==> config.mk <==
export PLATFORM = sky130hd
export DESIGN_NAME = imem_prog_loader
export DESIGN_NICKNAME = d
export VERILOG_FILES = /design/src/rtl/imem_prog_loader.sv
export SDC_FILE = /design/constraint.sdc
export NUM_CORES = 2
export LEC_CHECK = 0
export CORE_ASPECT_RATIO = 0.5
export CORE_MARGIN = 2
export CORE_UTILIZATION = 25
export DETAILED_ROUTE_END_ITERATION = 10
export PLACE_DENSITY = 0.44
export SLEW_MARGIN = 20
export SYNTH_ARGS = -nofsm -noshare
export SYNTH_HDL_FRONTEND = slang
export SYNTH_SLANG_ARGS = --single-unit
==> constraint.sdc <==
create_clock -name clk -period 11.7 [get_ports clk]
set_input_delay 3.51 -clock clk [delete_from_list [all_inputs] [get_ports clk]]
set_output_delay 3.51 -clock clk [all_outputs]
set_load 0.1 [all_outputs]
==> src/rtl/imem_prog_loader.sv <==
// Instruction-memory loader: editable instruction store with a stepped program
// cursor, programmed-length tracking and a PROG/RUN gate in front of CPU fetch.
module imem_prog_loader #(
  parameter int unsigned     XLEN      = 32,
  parameter int unsigned     DEPTH     = 64,
  parameter int unsigned     AW        = $clog2(DEPTH),
  parameter logic [XLEN-1:0] NOP_INSTR = XLEN'(32'h00000013)
) (
  input  logic            clk,
  input  logic            reset,
  input  logic            start,
  input  logic            up,
  input  logic            down,
  input  logic            wr_en,
  input  logic [XLEN-1:0] wr_instr,
  input  logic            auto_inc,
  input  logic            clear_prog,
  input  logic [XLEN-1:0] fetch_addr,
  output logic [XLEN-1:0] fetch_instr,
  output logic            fetch_fault,
  output logic            run,
  output logic [AW-1:0]   cursor,
  output logic [XLEN-1:0] cursor_instr,
  output logic [AW:0]     prog_len
);

  typedef enum logic {
    ST_PROG = 1'b0,
    ST_RUN  = 1'b1
  } state_t;

  state_t          state;
  state_t          state_next;

  logic [XLEN-1:0] mem [DEPTH];

  logic            up_q;
  logic            down_q;
  logic            in_prog;
  logic            up_rise;
  logic            down_rise;
  logic            clr_acc;
  logic            wr_acc;
  logic            mem_we;
  logic [AW:0]     cursor_plus1;
  logic [AW-1:0]   cursor_next;
  logic [AW:0]     prog_len_next;

  logic [AW-1:0]   fetch_idx;
  logic            fetch_aligned;
  logic            fetch_in_range;
  logic            fetch_programmed;

  // State register
  always_ff @(posedge clk or negedge reset) begin
    if (!reset) begin
      state <= ST_PROG;
    end else begin
      state <= state_next;
    end
  end

  // Next-state: start level selects RUN, its absence returns to PROG
  always_comb begin
    state_next = state;
    case (state)
      ST_PROG: if (start)  state_next = ST_RUN;
      ST_RUN:  if (!start) state_next = ST_PROG;
      default: state_next = ST_PROG;
    endcase
  end

  // FSM outputs (decoded straight from the state register)
  always_comb begin
    run     = 1'b0;
    in_prog = 1'b1;
    if (state == ST_RUN) begin
      run     = 1'b1;
      in_prog = 1'b0;
    end
  end

  // Edit controls: clear beats write, an accepted write swallows step edges
  always_comb begin
    up_rise       = up & ~up_q;
    down_rise     = down & ~down_q;
    clr_acc       = in_prog & clear_prog;
    wr_acc        = in_prog & wr_en & ~clear_prog;
    // The memory has no reset; gating with reset drops writes while it is held
    mem_we        = wr_acc & reset;
    cursor_plus1  = {1'b0, cursor} + (AW + 1)'(1);
    cursor_next   = cursor;
    prog_len_next = prog_len;
    if (clr_acc) begin
      cursor_next   = '0;
      prog_len_next = '0;
    end else if (wr_acc) begin
      if (auto_inc) cursor_next = cursor + AW'(1);
      if (cursor_plus1 > prog_len) prog_len_next = cursor_plus1;
    end else if (in_prog && up_rise && !down_rise) begin
      cursor_next = cursor + AW'(1);
    end else if (in_prog && down_rise && !up_rise) begin
      cursor_next = cursor - AW'(1);
    end
  end

  // Cursor, length, readback and edge-detect registers
  always_ff @(posedge clk or negedge reset) begin
    if (!reset) begin
      cursor       <= '0;
      prog_len     <= '0;
      cursor_instr <= '0;
      up_q         <= 1'b0;
      down_q       <= 1'b0;
    end else begin
      cursor       <= cursor_next;
      prog_len     <= prog_len_next;
      cursor_instr <= mem[cursor_next];
      up_q         <= up;
      down_q       <= down;
    end
  end

  // Instruction store write port
  always_ff @(posedge clk) begin
    if (mem_we) begin
      mem[cursor] <= wr_instr;
    end
  end

  // Fetch port: NOP unless running on an aligned, in-range, programmed word
  always_comb begin
    fetch_idx        = fetch_addr[AW+1:2];
    fetch_aligned    = (fetch_addr[1:0] == 2'b00);
    fetch_in_range   = (fetch_addr[XLEN-1:AW+2] == '0);
    fetch_programmed = ({1'b0, fetch_idx} < prog_len);
    fetch_instr      = NOP_INSTR;
    fetch_fault      = run & ~(fetch_aligned & fetch_in_range);
    if (run && fetch_aligned && fetch_in_range && fetch_programmed) begin
      fetch_instr = mem[fetch_idx];
    end
  end

endmodule

==> results.md <==
- Status: completed
- RSZ-0062 raised after global routing: no
- Clock-pin transition on the worst setup and hold timing paths: 0.06 ns
- Max Clock Skew: 0.05692 ns
- Worst-path maximum fanout: 31
- Fill cell count: 39101
- Worst hold path class: reg2reg
- Gr ovfl total: 0
- Die height: 450.3 um
- CTS hold repair buffers: 0
- Min Tclk post-route: 10.52 ns
- Die area: 0.4038 sq mm
- # DRC: 0
- Worst vdd ir: 168.5 uV
- DR vias: 67173
- Synthesized instance count: 6427
- Via count of the first global-routing pass: 63901
- DR top layer: met5
- ANT nets after route: 0
- Io pins: 151
- Min-delay src: prog_len[1]$_DFFE_PN0P_
- Crit end category: primary output
- Post-synthesis cell type count: 91
- Critical Path RT: 8.19 ns
- Core ar.: 0.3955 sq mm
- Post-CTS sizing: 0
- CTS Root Cell: clkbuf_16
- H-tree depth: 4
- Post-Synthesis Cell Area: 0.09961 sq mm
- Least-Margin Pin Slew: 1.220 ns
- Final setup vio count: 0
- Power Dens Cells: 194.5 mW/mm^2
- Post-CTS Repair Setup Buffers: 0
- Pin count of the biggest net entering global routing: 120
- LEAKAGE: 37.27 nW
- Reg2reg start: cursor[1]$_DFF_PN0_
- Register bit count reported by yosys: 2096
- Sum of negative setup slack: 0 ns
- Yosys warnings: 0
- Final Hold Vio Count: 0
- Ys flop type: edfxtp_1
- CTS tree: built
- Met2 wire len: 193200 um
- Starting DRT DRC Count: 11002
- Dpl cell area: 0.1081 sq mm
- Initial antenna violation count: 78
- First-pass DRT Iterations: 6
- Fin Hold WS: 0.5575 ns
- Initial Utilization: 25.19%
- Worst EP arrival: 7.01 ns
- Synthesis-to-finish area growth: 16.12%
- CP startpoint: fetch_addr[11]
- WL met1: 186100 um
- Post-Syn Area per Cell: 15.50 sq um
- Num rows: 163
- # clock sinks: 2096
- Port Buffers: 150
- EDFF count, synth: 2048
- WL met3: 41000 um
- Routability cong.: 0.8148
- DP HPWL: 250400 um
- Clk buf depth: 4
- Async set-reset flop share out of synthesis: 2.290%
- Die Width: 896.7 um
- Inserted Clock Buffers: 231
- Pins over their slew limit: 0
- Crit start category: input port
- Final period util: 89.94%
- Final nets: 6622
- Max_cap viols: 0
- GRT Util Overall: 20.78%
- Routed WL: 434300 um
- Slew HR: 18.70%
- Fin area: 0.1157 sq mm
- Clock latency on the worst-skew pair: 0.92 ns
- Seq/Total Area, Yosys: 62.95%
- Share of post-route cells with drive strength above 1: 23.49%
- First-pass GRT wire length: 580400 um
- Vias per inst: 5.591
- Post-synth net total: 6513
- Peak Freq: 95.03 MHz
- Routed wire per std cell: 36.15 um
- CP Class: in2out
[synthesized netlist by cell type (7+ instances only)]
cell type / count / share of area [%]
mux2i_1: 279 / 2.8
inv_1: 22 / 0.083
buf_4: 42 / 0.32
a311oi_1: 93 / 0.82
nor3_1: 7 / 0.035
o21ai_0: 101 / 0.51
a221oi_1: 33 / 0.29
o211ai_1: 10 / 0.075
ha_1: 14 / 0.18
a211oi_1: 106 / 0.80
o22ai_1: 56 / 0.35
edfxtp_1: 2048 / 62
a31oi_1: 84 / 0.53
dfrtp_1: 48 / 1.2
o22a_1: 7 / 0.062
o221ai_1: 23 / 0.20
o2111ai_1: 10 / 0.088
nor4_1: 14 / 0.088
nor2_1: 109 / 0.41
o31a_1: 44 / 0.39
buf_6: 13 / 0.15
a2111oi_0: 17 / 0.15
o221a_2: 26 / 0.29
clkbuf_1: 186 / 0.70
or4_1: 8 / 0.060
nor3b_1: 27 / 0.20
and4_1: 9 / 0.079
nand2_1: 1138 / 4.3
buf_1: 81 / 0.31
o211a_1: 11 / 0.11
a311o_1: 11 / 0.11
o31ai_1: 7 / 0.053
a32oi_1: 16 / 0.14
a31o_2: 7 / 0.062
buf_2: 199 / 1.0
a21oi_1: 61 / 0.31
mux4_2: 710 / 16
nand4_1: 55 / 0.35
and3_1: 136 / 0.85
nand3_1: 338 / 1.7
nor2b_1: 35 / 0.22
mux2_2: 76 / 0.86
[through the flow]
stage,setup slack (ns),total power [mW],util (%),std cells
4_1_cts,1.184,22.51,29.20,11992
5_1_grt,1.119,23.14,29.24,12005
3_5_place_dp,1.187,15.20,27.35,11577
3_3_place_gp,0.7860,15.21,27.32,11572
2_1_floorplan,0.4672,12.54,-,6427
6_report,1.177,22.50,29.25,12015
[flip-flops by register name, summed over array words and instances, names as in the netlist]
name and count:
cursor 6, cursor_instr 32, down_q 1, mem 2048, prog_len 7, state 1, up_q 1
[report_power, final]
group          internal (mW)  total (mW)  switching (mW)  leakage (nW)
sequential              8.33        8.41          0.0748          19.0
clock                   4.20        7.35            3.15          3.60
combinational           1.91        6.74            4.84          14.7
[cell usage in the layout (no fill, tap or decap), types with 55 or more instances in the layout]
master	n
nand2_1	1137
nand4_1	55
mux2i_1	279
a21oi_1	60
buf_12	55
mux4_2	710
o22ai_1	56
mux2_2	76
a211oi_1	102
and3_1	136
a31oi_1	83
clkdlybuf4s50_1	75
nand3_1	338
nor2_4	68
buf_4	244
a311oi_1	93
clkbuf_16	233
edfxtp_1	2048
o21ai_0	100
[critical path, stage by stage]
cell and delay [ns]:
clkdlybuf4s50_1 0.43, nor4_1 0.40, nand4_1 0.16, nor2_1 0.42
o211ai_1 0.54, buf_4 0.49, a211oi_1 0.76, buf_12 0.26
[cells by family after synthesis]
family,Yosys count,share of synthesized area (%)
simple gates,1921,8.641
buf+inv,548,2.574
compound gates,777,5.891
fa+ha+maj,14,0.1759
flops,2096,62.95
xor+xnor,6,0.05276
mux,1065,19.72
[routing by layer]
layer	up-vias	global-route usage, %
met5	-	0
met4	14	6.129
met3	674	3.843
met2	4050	31.77
met1	36201	30.05
li1	26234	-
[final cells by class]
class / instances / area (sq um) / share of cell area, %
Sequential cell: 2096 / 62700 / 54.21
Antenna cell: 17 / 42.54 / 0.03678
Inverter: 27 / 137.6 / 0.1190
Clock inverter: 119 / 1131 / 0.9779
Tap cell: 5280 / 6606 / 5.712
Multi-Input combinational cell: 3783 / 34980 / 30.24
Clock buffer: 296 / 6207 / 5.366
Timing Repair Buffer: 397 / 3861 / 3.338
[worst paths after layout]
check,slack [ns],end,cells after the start
hold / removal,0.56,prog_len[1]$_DFFE_PN0P_,2
setup / recovery,1.18,fetch_instr[5],8
hold reg to reg,0.56,prog_len[1]$_DFFE_PN0P_,2
setup reg to reg,5.33,cursor_instr[14]$_DFF_PN0_,13
max in group asynchronous,7.98,cursor_instr[24]$_DFF_PN0_,2
min in group asynchronous,2.66,cursor_instr[26]$_DFF_PN0_,1
Power figures use the tool's default switching activity.
